$ cat config.mk
export PLATFORM = sky130hd
export DESIGN_NAME = hazard_ctrl
export DESIGN_NICKNAME = d
export VERILOG_FILES = /design/src/rtl/hazard_ctrl_pkg.sv /design/src/rtl/hazard_ctrl_sat_counter.sv /design/src/rtl/hazard_ctrl.sv
export SDC_FILE = /design/constraint.sdc
export NUM_CORES = 1
export LEC_CHECK = 0
export CAP_MARGIN = 5
export CORE_AREA = 2 2 78 80
export CTS_CLUSTER_SIZE = 24
export DETAILED_ROUTE_END_ITERATION = 8
export DIE_AREA = 0 0 80 82
export GPL_ROUTABILITY_DRIVEN = 0
export GPL_TIMING_DRIVEN = 0
export PLACE_DENSITY = 0.86
export RECOVER_POWER = 25
export SYNTH_ARGS = -nofsm -noshare
export SYNTH_HDL_FRONTEND = slang
export SYNTH_SLANG_ARGS = --single-unit
$ cat constraint.sdc
create_clock -name clk -period 6.67 [get_ports clk]
set_input_delay 2.001 -clock clk [delete_from_list [all_inputs] [get_ports clk]]
set_output_delay 2.001 -clock clk [all_outputs]
set_load 0.1 [all_outputs]
$ cat src/rtl/hazard_ctrl_pkg.sv
// Shared definitions for the hazard/forwarding controller.
// Holds the forwarding select codes, the legal branch-resolve stages and the scoreboard slot layout.
// Provides the writer/reader match helper used by the forwarding muxes.
package hazard_ctrl_pkg;

  // EX operand source select codes
  localparam logic [1:0] FWD_RF  = 2'd0;
  localparam logic [1:0] FWD_MEM = 2'd1;
  localparam logic [1:0] FWD_WB  = 2'd2;

  // Legal BRANCH_STAGE values
  localparam int BR_STAGE_EX  = 2;
  localparam int BR_STAGE_MEM = 3;

  // Slot address fields are sized for the widest supported register file;
  // narrower ADDR_W inputs are zero-extended on entry.
  localparam int MAX_ADDR_W = 8;
  typedef logic [MAX_ADDR_W-1:0] reg_addr_t;

  typedef struct packed {
    logic      v;
    reg_addr_t dst;
    logic      regwrite;
    logic      memread;
    reg_addr_t rs;
    reg_addr_t rt;
    logic      use_rs;
    logic      use_rt;
  } slot_t;

  localparam int SLOT_W = $bits(slot_t);

  // True when writer slot w produces register r that a reader actually uses.
  // Register 0 is hardwired zero and never counts as produced.
  function automatic logic writes_reg(input slot_t w, input reg_addr_t r, input logic use_r);
    return w.v & w.regwrite & (w.dst != '0) & use_r & (r == w.dst);
  endfunction

  // Operand source for the instruction in EX; the younger MEM result wins over WB.
  function automatic logic [1:0] fwd_sel(input slot_t ex, input slot_t mem, input slot_t wb,
                                         input logic use_r, input reg_addr_t r);
    logic [1:0] sel;
    sel = FWD_RF;
    if (ex.v && writes_reg(mem, r, use_r)) begin
      sel = FWD_MEM;
    end else if (ex.v && writes_reg(wb, r, use_r)) begin
      sel = FWD_WB;
    end
    return sel;
  endfunction

endpackage

$ cat src/rtl/hazard_ctrl_sat_counter.sv
// Saturating event counter.
// Latency: count_o reflects an inc_i cycle after the next rising edge.
// No backpressure: holds at all-ones once reached; asynchronous clear on rst_n low.
module sat_counter
  import hazard_ctrl_pkg::*;
#(
  parameter int W = 16
) (
  input  logic         clk,
  input  logic         rst_n,
  input  logic         inc_i,
  output logic [W-1:0] count_o
);

  logic [W-1:0] count_q;
  logic [W-1:0] count_d;

  // Next value: step on inc_i unless already at the top
  always_comb begin
    count_d = count_q;
    if (inc_i && (count_q != '1)) begin
      count_d = count_q + W'(1);
    end
  end

  // Counter register with asynchronous clear
  always_ff @(posedge clk or negedge rst_n) begin
    if (!rst_n) begin
      count_q <= '0;
    end else begin
      count_q <= count_d;
    end
  end

  assign count_o = count_q;

endmodule

$ cat src/rtl/hazard_ctrl.sv
// Hazard/forwarding controller for a 5-stage pipeline: scoreboard of EX/MEM/WB writers.
// Latency: stall/flush/forward outputs are combinational from the scoreboard and current ID inputs.
// Backpressure: a load-use hazard holds PC and IF/ID for one cycle; a taken branch overrides stalls.
module hazard_ctrl
  import hazard_ctrl_pkg::*;
#(
  parameter int ADDR_W       = 5,
  parameter int BRANCH_STAGE = BR_STAGE_MEM,
  parameter int CNT_W        = 16
) (
  input  logic              clk,
  input  logic              rst_n,
  input  logic              id_valid_i,
  input  logic [ADDR_W-1:0] id_rs_i,
  input  logic [ADDR_W-1:0] id_rt_i,
  input  logic              id_use_rs_i,
  input  logic              id_use_rt_i,
  input  logic [ADDR_W-1:0] id_dst_i,
  input  logic              id_regwrite_i,
  input  logic              id_memread_i,
  input  logic              id_jump_i,
  input  logic              branch_taken_i,
  output logic              stall_pc_o,
  output logic              stall_ifid_o,
  output logic              bubble_idex_o,
  output logic              flush_ifid_o,
  output logic              flush_idex_o,
  output logic              flush_exmem_o,
  output logic [1:0]        fwd_a_o,
  output logic [1:0]        fwd_b_o,
  output logic [CNT_W-1:0]  stall_cnt_o,
  output logic [CNT_W-1:0]  flush_cnt_o
);

  // Any value other than MEM resolves branches in EX
  localparam logic BR_MEM = (BRANCH_STAGE == BR_STAGE_MEM);

  slot_t ex_q, mem_q, wb_q;
  slot_t ex_d, mem_d, wb_d;
  slot_t id_slot;

  reg_addr_t id_rs, id_rt, id_dst;
  logic      load_use;
  logic      stall;
  logic      jump_flush;
  logic      flush_ifid, flush_idex, flush_exmem;
  logic      any_flush;
  logic      wb_unused;

  assign id_rs  = reg_addr_t'(id_rs_i);
  assign id_rt  = reg_addr_t'(id_rt_i);
  assign id_dst = reg_addr_t'(id_dst_i);

  // Pack the ID-stage instruction into a scoreboard slot
  always_comb begin
    id_slot          = '0;
    id_slot.v        = id_valid_i;
    id_slot.dst      = id_dst;
    id_slot.regwrite = id_regwrite_i;
    id_slot.memread  = id_memread_i;
    id_slot.rs       = id_rs;
    id_slot.rt       = id_rt;
    id_slot.use_rs   = id_use_rs_i;
    id_slot.use_rt   = id_use_rt_i;
  end

  // Hazard detection and priority: taken branch (older) beats load-use stall and jump
  always_comb begin
    load_use = id_valid_i & ex_q.v & ex_q.memread & (ex_q.dst != '0) &
               ((id_use_rs_i & (id_rs == ex_q.dst)) | (id_use_rt_i & (id_rt == ex_q.dst)));
    stall       = load_use & ~branch_taken_i;
    // A jump waiting behind a stall is re-presented and flushes once the stall clears
    jump_flush  = id_valid_i & id_jump_i & ~load_use;
    flush_ifid  = branch_taken_i | jump_flush;
    flush_idex  = branch_taken_i;
    flush_exmem = branch_taken_i & BR_MEM;
    any_flush   = flush_ifid | flush_idex | flush_exmem;
  end

  // Scoreboard advance: stall or branch injects a bubble into EX; a MEM-resolved branch also kills EX
  always_comb begin
    ex_d  = (branch_taken_i || stall) ? '0 : id_slot;
    mem_d = (branch_taken_i && BR_MEM) ? '0 : ex_q;
    wb_d  = mem_q;
  end

  // Scoreboard registers, invalidated immediately on reset
  always_ff @(posedge clk or negedge rst_n) begin
    if (!rst_n) begin
      ex_q  <= '0;
      mem_q <= '0;
      wb_q  <= '0;
    end else begin
      ex_q  <= ex_d;
      mem_q <= mem_d;
      wb_q  <= wb_d;
    end
  end

  // The WB slot only feeds forwarding through dst/regwrite/v
  assign wb_unused = ^{wb_q.memread, wb_q.rs, wb_q.rt, wb_q.use_rs, wb_q.use_rt};

  // Outputs are forced low while reset is held so the pipeline sees no stale redirect
  assign stall_pc_o    = rst_n & stall;
  assign stall_ifid_o  = rst_n & stall;
  assign bubble_idex_o = rst_n & stall;
  assign flush_ifid_o  = rst_n & flush_ifid;
  assign flush_idex_o  = rst_n & flush_idex;
  assign flush_exmem_o = rst_n & flush_exmem;
  assign fwd_a_o       = rst_n ? fwd_sel(ex_q, mem_q, wb_q, ex_q.use_rs, ex_q.rs) : FWD_RF;
  assign fwd_b_o       = rst_n ? fwd_sel(ex_q, mem_q, wb_q, ex_q.use_rt, ex_q.rt) : FWD_RF;

  sat_counter #(.W(CNT_W)) u_stall_cnt (
    .clk     (clk),
    .rst_n   (rst_n),
    .inc_i   (stall_pc_o),
    .count_o (stall_cnt_o)
  );

  sat_counter #(.W(CNT_W)) u_flush_cnt (
    .clk     (clk),
    .rst_n   (rst_n),
    .inc_i   (any_flush & rst_n),
    .count_o (flush_cnt_o)
  );

endmodule

==> reports/metrics.cfg <==
[global_route]
grt-ovfl-total=0
antenna_found_initial=0
grt_max_degree=75
grt_usage_pct=21.5
grt_first_pass_wirelength_um=10600
grt_pass1_vias=2293

[setup_path]
cp.arrival_ns=4.48
endpoint_kind=primary output
r2r_cells=7
required_ns=4.67
setup.worst_path.start_class=input pin
r2r_end=u_stall_cnt.count_o[1]
reg2reg_slack_ns=4.73
crit_type=input pin to primary output
startpoint=id_rs_i[2]
worstSetupEndpoint=stall_ifid_o
rr_startpoint=ex_q[21]
crit_fanout=6

[timing]
period_minus_slack_ns=6.48
worst_pin_slew_ns=1.00
setup_tns_ns=0
skew_ns=0.00530
max_freq_mhz=154
rsz0062_at_grt=false
setup_viol=0
hold_viol=0
period_share_pct=97.1
slew_viol_final=0
slew_headroom_pct=33.1

[floorplan]
io-pin-count=66
die-area_mm2=0.00656
die_w_um=80
num_rows=28
chipHeight_um=82
core_mm2=0.00575
start_util_pct=52.5

[power]
p_per_area_mw_per_mm2=269
static-leakage-power_nw=1.71
peakVddDrop_uv=383
power.total_mw=1.06

[routing]
drt_wl_total_um=6420
first_pass_iters=4
detail-route-antenna-nets=0
detailroute.via_count=2179
drt_iter0_markers=134
vias_per_cell=5.20
drc_errors=0
wl_per_cell_um=15.3

[synth]
yosys-top-cells-count=dfrtp_1, xnor2_1, and2_1
synth_top_area_cell=dfrtp_1
syn-cell-area_mm2=0.00302
synth.most_common_cell=dfrtp_1
yosys_warnings=0
ys_seq_elements=66
yosysSeqAreaShare_pct=54.8
synth_area_leaders=dfrtp_1, xnor2_1, and2_1
netlist.area_leader.share_pct=54.8
synthFlopType=dfrtp_1
synth_edf_count=0
yosys.cell_types.count=35
synthesis.nets=289
syn_inst=263
synth.avg_cell_area_um2=11.5
async_reset_ff_share_pct=100

[finish]
stdcell_area_mm2=0.00396
stdcell_count=419
syn2layout_area_growth_pct=31.3
drive_above_1_share_pct=8.43
nets=365
n_antenna_cell=0

[clock_tree]
cts_tree=built
cts.hold.buffers_added=0
cts_sinks=66
cts_root_buffer=clkbuf_8
path_clk_slew_ns=0.07
clock_path_buffers=2
worstSkewPairLatency_ns=0.33
cts_max_level=3
cts_made_buffers=9

[min_path]
hold_class=flop to flop

[place]
portBuffers=65
dpl_cell_area_mm2=0.00376
place_inst=403
hpwlAfterDp_um=4740

[outcome]
outcome=complete, no violations

[run]
maxCapViolCount=0

==> power by group <==
part	switching [mW]	total, mW	internal, mW
clock network	0.144	0.337	0.193
registers	0.0315	0.459	0.427
logic	0.189	0.268	0.0787
==> registers in the layout (all words and copies together), names as in the netlist <==
register             flops
ex_q                    20
mem_q                    7
u_flush_cnt.count_o     16
u_stall_cnt.count_o     16
wb_q                     7
==> worst max-delay path, stage by stage <==
cell and delay [ns]:
clkdlybuf4s50_1 0.53, xnor2_1 0.14, nand4_1 0.11, o22ai_1 0.21, and2_4 0.21, and3b_1 0.25, buf_4 0.14, dlygate4sd2_1 0.87
==> what timing repair did <==
item                       CTS  global route
setup endpoints to repair    4             1
setup buffers                0             0
gates resized for setup      4             1
==> layout make-up <==
class	count	area [um2]
fillers	438	1790
plain buffers	8	56.3
multi-input cells	186	1300
clock buffers	12	155
repair buffers	65	646
clock inverters	4	50.0
inverters	3	11.3
well taps	75	93.8
flip-flops and latches	66	1650
==> cells in the final DEF, fill, tap and decap left out, types with 7 or more instances in the layout <==
cell and instances:
xor2_1 9, nor2b_1 7, and2_1 23, nand2_1 15, nand3_1 14, clkbuf_8 11
dfrtp_1 66, clkdlybuf4s50_1 59, xnor2_1 50, nor2_1 12, nand4_1 21
==> kinds of logic (layout without fill, tap and decap cells) <==
logic type,after synthesis,after routing,synth area share [%]
AO/OA/AOI/OAI,7,7,1.54
XOR/XNOR,59,59,17.1
adder cells (fa/ha/maj),2,2,0.830
buffers and inverters,11,92,2.24
flip-flops,66,66,54.8
multiplexers,2,2,0.871
AND/OR/NAND/NOR,116,116,22.6
==> metrics by stage <==
stage | hold WS, ns | worst slack [ns] | util, %
6_report | 0.387 | 0.191 | 68.9
3_3_place_gp | 0.362 | -2.18 | 65.4
2_1_floorplan | 0.354 | 0.788 | -
5_1_grt | 0.410 | 0.0215 | 68.9
3_5_place_dp | 0.373 | -0.0934 | 65.4
4_1_cts | 0.386 | 0.0516 | 68.9
==> routing by layer <==
metal,track usage (%),vias up,share of wire [%]
met3,7.58,6,5.1
li1,-,1047,-
met5,0,-,0
met1,26.3,1071,42
met4,5.93,0,0.97
met2,36.6,55,52
==> worst min-delay path by stage <==
stage	depth (start not counted)	from	to	slack, ns
6_report	0	mem_q[28]	wb_q[28]	0.39
5_1_grt	0	mem_q[28]	wb_q[28]	0.41
4_1_cts	0	mem_q[28]	wb_q[28]	0.39
3_5_place_dp	0	mem_q[28]	wb_q[28]	0.37
3_3_place_gp	0	mem_q[28]	wb_q[28]	0.36
2_1_floorplan	0	mem_q[28]	wb_q[28]	0.35
Power figures use the tool's default switching activity.
==> edit 1 (same flow settings) <==
Make the reset (`rst_n`) synchronous in 2 clocked blocks. Comments in the files are not updated.
--- a/src/rtl/hazard_ctrl_sat_counter.sv
+++ b/src/rtl/hazard_ctrl_sat_counter.sv
@@ -24,7 +24,7 @@
   end
 
   // Counter register with asynchronous clear
-  always_ff @(posedge clk or negedge rst_n) begin
+  always_ff @(posedge clk) begin
     if (!rst_n) begin
       count_q <= '0;
     end else begin
--- a/src/rtl/hazard_ctrl.sv
+++ b/src/rtl/hazard_ctrl.sv
@@ -85,7 +85,7 @@
   end
 
   // Scoreboard registers, invalidated immediately on reset
-  always_ff @(posedge clk or negedge rst_n) begin
+  always_ff @(posedge clk) begin
     if (!rst_n) begin
       ex_q  <= '0;
       mem_q <= '0;
Behaviour: differs if rst_n is asserted again (counterexample within 4 cycles, from zero or initial values and one cycle with rst_n low); with rst_n held inactive, the same outputs for 10 cycles.
==> edit 1 against the original RTL <==
Final area decreased by 2.8%; via count up 14%; utilization decreased by 1.9 points; routed wire length is 4.3% higher; synthesized area decreased by 3.7%; die area unchanged; hold slack improved by 0.082 ns; sequential cell count is the same; cell count grew 12%; first-iteration DRC count is 12% higher; setup slack got worse by 0.061 ns; critical path type unchanged; critical endpoint is now fwd_b_o[1]; highest routed layer unchanged.
Power is not compared: it rests on default switching activity, and its combinational part moved more than twofold at a synthesized area within 25%.
==> edit 1: results (changes against the original RTL) <==
status: "finished, final reports clean"  # unchanged
dp.cells: 456  # was 403
regMostFlops: "ex_q"  # unchanged
synth_nets: 342  # was 289
cts_root_buffer: "clkbuf_8"  # unchanged
port_buffers: 65  # unchanged
max_slew_margin: 0.334  # was 0.331
rrSetupSlack_ns: 4.40  # was 4.73 ns
power_frac_comb: 0.087
whs_ns: 0.469  # was 0.387 ns
post-place-ws_ns: -0.199  # was -0.0934 ns
crit_fanout: 6  # unchanged
avgViaCountPerCell: 5.25  # was 5.20
finClkSkew_ns: 0.00695  # was 0.00530 ns
top_layer: "met4"  # unchanged
cell_internal_pwr_uw: 634
grt_start_max_net_pins: 11  # was 75
synth_area_leaders: "dfxtp_1, xnor2_1, and2_1"  # was dfrtp_1, xnor2_1, and2_1
critical_path_arrival_ns: 4.54  # was 4.48 ns
insertion_delay_ns: 0.34
cts_setup_buffers: 0  # unchanged
cpMaxStageDelayCell: "clkdlybuf4s50_1"  # was dlygate4sd2_1
dp.final_hpwl_um: 4920  # was 4740 um
p_leak_uw: 0.00143
r2r-start: "ex_q[20]"  # was ex_q[21]
syn_inst: 316  # was 263
nFillCells: 475  # was 438
swShare: 0.227
async_flop_share: 0  # was 1.00
ys.flop_type: "dfxtp_1"  # was dfrtp_1
drt-met1-wl_um: 2880  # was 2710 um
dr_wl_met3_um: 332  # was 329 um
drtPass1Iterations: 4  # unchanged
diodes: 0  # unchanged
grt.met3_usage: 0.0538  # was 0.0758
grt_use_met2: 0.370  # was 0.366
hp-start: "mem_q[28]"  # unchanged
dpl_cell_area_um2: 3650  # was 3760 um^2
grt_usage: 0.216  # was 0.215
cpPeakStageDelay_ns: 1.13  # was 0.87 ns
dr_wl_met2_um: 3390  # was 3310 um
drt_iter0_drc: 150  # was 134
finalMaxSlewViolations: 0  # unchanged
synthTopCellsByCount: "dfxtp_1, and2_1, xnor2_1"  # was dfrtp_1, xnor2_1, and2_1
largest_reg_flops: 20  # unchanged
clockBufferDepth: 2  # unchanged
layout.cells.non_filler: 471  # was 419
ys_types: 36  # was 35
use_met1: 0.247  # was 0.263
wire_per_inst_um: 14.2  # was 15.3 um
grt_pass1_vias: 2474  # was 2293
htreeDepth: 3  # unchanged
fin_nets: 418  # was 365
drive_above_1_share: 0.0682  # was 0.0843
path_delay_family: "buffers and inverters"  # unchanged
grt_pass1_wl_um: 10900  # was 10600 um
startpoint: "rst_n"  # was id_rs_i[2]
post-route-period-util: 0.981  # was 0.971
seq_area_frac_synth: 0.455  # was 0.548
==> edit 1: cell types whose count changed in the layout (fill, tap and decap cells not counted), moves of 5 or more <==
cell	delta
nand2_1	+5
mux2i_1	+7
nor2_1	+18
dfxtp_1	+66
nor2b_1	-7
xnor2_1	-9
and2_1	+13
nor4_1	+5
nand4_1	-9
dfrtp_1	-66
o21ai_0	+6
and2_0	+7
==> edit 1: final cells by class <==
cell class                      count  area [um^2]  share of cell area
Multi-Input combinational cell    232         1500               0.388
Sequential cell                    66         1320               0.343
Timing Repair Buffer               65          648               0.168
Clock buffer                       13          169              0.0439
Tap cell                           75         93.8              0.0244
Buffer                             11         60.1              0.0156
Clock inverter                      2         35.0             0.00910
Inverter                            7         26.3             0.00683
==> edit 1: kinds of logic (layout without fill, tap and decap cells) <==
group | after synthesis | in the layout | synth area share
and+or+nand+nor | 155 | 155 | 0.294
buffers and inverters | 18 | 98 | 0.0297
DFF | 66 | 66 | 0.455
adders and majority gates | 2 | 2 | 0.00862
xor gates and xnor gates | 49 | 49 | 0.148
AOI/OAI and AO/OA | 19 | 19 | 0.0410
muxes | 7 | 7 | 0.0241
==> edit 1: path summary, 6_finish.rpt <==
path                                   to  cells past startpoint
hold reg to reg                  wb_q[28]                      1
hold / removal                   wb_q[28]                      1
setup / recovery               fwd_b_o[1]                      5
setup reg to reg  u_stall_cnt.count_o[14]                      8
==> edit 1: what timing repair did <==
item,in CTS,in global routing
resized for setup,3,8
endpoints found under the hold margin,0,0
cloned,0,0
setup endpoints to repair,3,6
==> edit 1: worst register-to-register path, delay by kind of cell (launching register included) <==
kind                   cells  cell delay, ns
AO/OA/AOI/OAI              1            0.46
XOR/XNOR                   2            0.30
buffers and inverters      1            0.24
flip-flops                 1            0.44
AND/OR/NAND/NOR            4            0.71
==> edit 2 (same settings) <==
Made on the original files. `CNT_W`: 16 -> 18.
--- a/src/rtl/hazard_ctrl.sv
+++ b/src/rtl/hazard_ctrl.sv
@@ -6,7 +6,7 @@
 #(
   parameter int ADDR_W       = 5,
   parameter int BRANCH_STAGE = BR_STAGE_MEM,
-  parameter int CNT_W        = 16
+  parameter int CNT_W        = 18
 ) (
   input  logic              clk,
   input  logic              rst_n,
Ports: changed (resized flush_cnt_o and stall_cnt_o); port bits go from 66 to 70. The function was not compared with the original's and may differ.
==> edit 2 against the original RTL <==
Final area increased by 6.0%; synthesized area increased by 7.0%; largest power group unchanged; clock skew increased by 0.0044 ns; sequential cell count increased by 4; largest cell class unchanged; critical endpoint is now flush_ifid_o; highest routed layer unchanged; total power increased by 2.6%; routed wire length increased by 6.2%; critical path depth unchanged; setup slack got worse by 0.013 ns; cell count increased by 6.2%.
==> edit 2: results (changes against the original RTL) <==
muxShareOfSynthArea: 0.0140  # was 0.00871
holdPathStages: 0  # unchanged
r2r-end: "u_stall_cnt.count_o[15]"  # was u_stall_cnt.count_o[1]
tightest_slew_ns: 1.00  # about the same
finClkSkew_ns: 0.00972  # was 0.00530 ns
whs_ns: 0.379  # was 0.387 ns
wire_per_inst_um: 15.3  # about the same
hp-start: "mem_q[19]"  # was mem_q[28]
syn_inst: 285  # was 263
port_buffers: 69  # was 65
reg2regPathDepth: 7  # unchanged
cts-buffers-inserted: 9  # unchanged
finalSetupViolations: 0  # unchanged
ys_types: 36  # was 35
synth_adder_area_share: 0.00775  # was 0.00830
vias: 2381  # was 2179
cts_root_buffer: "clkbuf_8"  # unchanged
post-place-ws_ns: -0.198  # was -0.0934 ns
yosysWarnings: 0  # unchanged
rrSetupSlack_ns: 4.13  # was 4.73 ns
synthTopCellsByCount: "dfrtp_1, xnor2_1, and2_1"  # unchanged
r2r-start: "u_stall_cnt.count_o[0]"  # was ex_q[21]
drt_iter0_drc: 87  # was 134
grt_usage: 0.228  # was 0.215
synth_xor_area_frac: 0.168  # was 0.171
grt_start_max_net_pins: 78  # was 75
synth_compound_area_frac: 0.0306  # was 0.0154
async_flop_share: 1.00  # unchanged
synth_area_leaders: "dfrtp_1, xnor2_1, and2_1"  # unchanged
drtPass1Iterations: 6  # was 4
status: "finished, final reports clean"  # unchanged
seq_area_frac_synth: 0.543  # was 0.548
dpl_cell_area_um2: 4010  # was 3760 um^2
dp.final_hpwl_um: 4980  # was 4740 um
diodes: 0  # unchanged
p_sw_uw: 368  # was 365 uW
grt_pass1_wl_um: 11000  # was 10600 um
synth_top_family_by_area: "simple AND/OR/NAND/NOR gates"  # unchanged
p_leak_uw: 0.00184  # was 0.00171 uW
drive_above_1_share: 0.0865  # was 0.0843
dp.cells: 429  # was 403
fin_nets: 391  # was 365
critical_path_arrival_ns: 4.49  # was 4.48 ns
ir_drop_uv: 241  # was 383 uV
hold_class: "flip-flop to flip-flop"  # unchanged
cts_setup_buffers: 0  # unchanged
crit_fanout: 5  # was 6
avgViaCountPerCell: 5.35  # was 5.20
synth_nets: 311  # was 289
worst_hold_path.endpoint: "wb_q[19]"  # was wb_q[28]
grt_pass1_vias: 2342  # was 2293
nFillCells: 427  # was 438
clockBufferDepth: 2  # unchanged
[edit 2: cell types whose count changed in the layout (fill, tap and decap cells not counted), moves of 3 or more]
cell / unedited run / this run
and3_1: 1 / 8
xor2_1: 9 / 15
clkdlybuf4s50_1: 59 / 64
nand4_1: 21 / 16
clkbuf_2: 0 / 4
dfrtp_1: 66 / 70
nand2b_1: 0 / 4
nor4_1: 2 / 6
inv_1: 3 / 6
mux2_2: 1 / 4
nor3_1: 6 / 9
xnor2_1: 50 / 47
[edit 2: repair_timing]
action | 4_1_cts | 5_1_grt
resized for setup | 4 | 4
setup endpoints to repair | 4 | 2
gates cloned | 0 | 0
endpoints found under the hold margin | 0 | 0
[edit 2: stage by stage]
| step | utilization | total power (uW) |
|---|---|---|
| after CTS | 0.732 | 1100 |
| after global placement | 0.698 | 755 |
| final | 0.731 | 1090 |
| after global routing | 0.731 | 1140 |
| after detailed placement | 0.698 | 759 |
| after floorplan | - | 679 |
[edit 2: metal layers]
layer / GRT usage / vias to the layer above / wire length [um]
li1: - / 1127 / -
met2: 0.379 / 63 / 3410
met5: 0 / - / 0
met1: 0.282 / 1179 / 2950
met3: 0.0659 / 12 / 326
met4: 0.0949 / 0 / 126
[edit 2: cell type report]
type,instances,share of cell area
timing repair buffer,69,0.161
tap,75,0.0224
buffer,9,0.0131
inverter,6,0.00537
multi-input combinational,200,0.333
clock inverter,3,0.0101
clock buffer,13,0.0379
sequential,70,0.417
[edit 2: power by group through the flow]
stage	Clock, uW	Sequential, uW	Combinational (uW)
floorplan	0	614	64.5
global placement	0	491	263
detailed placement	0	493	266
CTS	349	485	267
global route	370	490	280
finish	341	485	265
[edit 2: how the worst max path moves through the flow]
| stage | start | endpoint | slack, ns | cells after the start |
|---|---|---|---|---|
| 3_3_place_gp | rst_n | fwd_a_o[1] | -2.37 | 5 |
| 6_report | id_rt_i[4] | flush_ifid_o | 0.18 | 8 |
| 3_5_place_dp | id_rs_i[2] | stall_ifid_o | -0.20 | 8 |
| 5_1_grt | rst_n | fwd_a_o[1] | 0.0009 | 5 |
| 4_1_cts | id_rs_i[2] | stall_ifid_o | 0.08 | 8 |
| 2_1_floorplan | id_rs_i[2] | stall_ifid_o | 0.12 | 6 |
[edit 2: critical path, cell delays in order]
cell	delay (ns)
clkdlybuf4s50_1	0.52
xnor2_1	0.14
nand4_1	0.13
o22ai_2	0.35
nand2b_1	0.21
nand2_1	0.10
nand2_1	0.06
clkdlybuf4s50_1	0.97
[edit 2: cell families (layout without fill, tap and decap cells)]
kind of cell               after synthesis  count (layout)
adders and majority gates                2               2
muxes                                    4               4
AOI/OAI and AO/OA                       10              10
DFF                                     70              70
xor gates and xnor gates                62              62
and+or+nand+nor                        122             122
buffers and inverters                   15             100
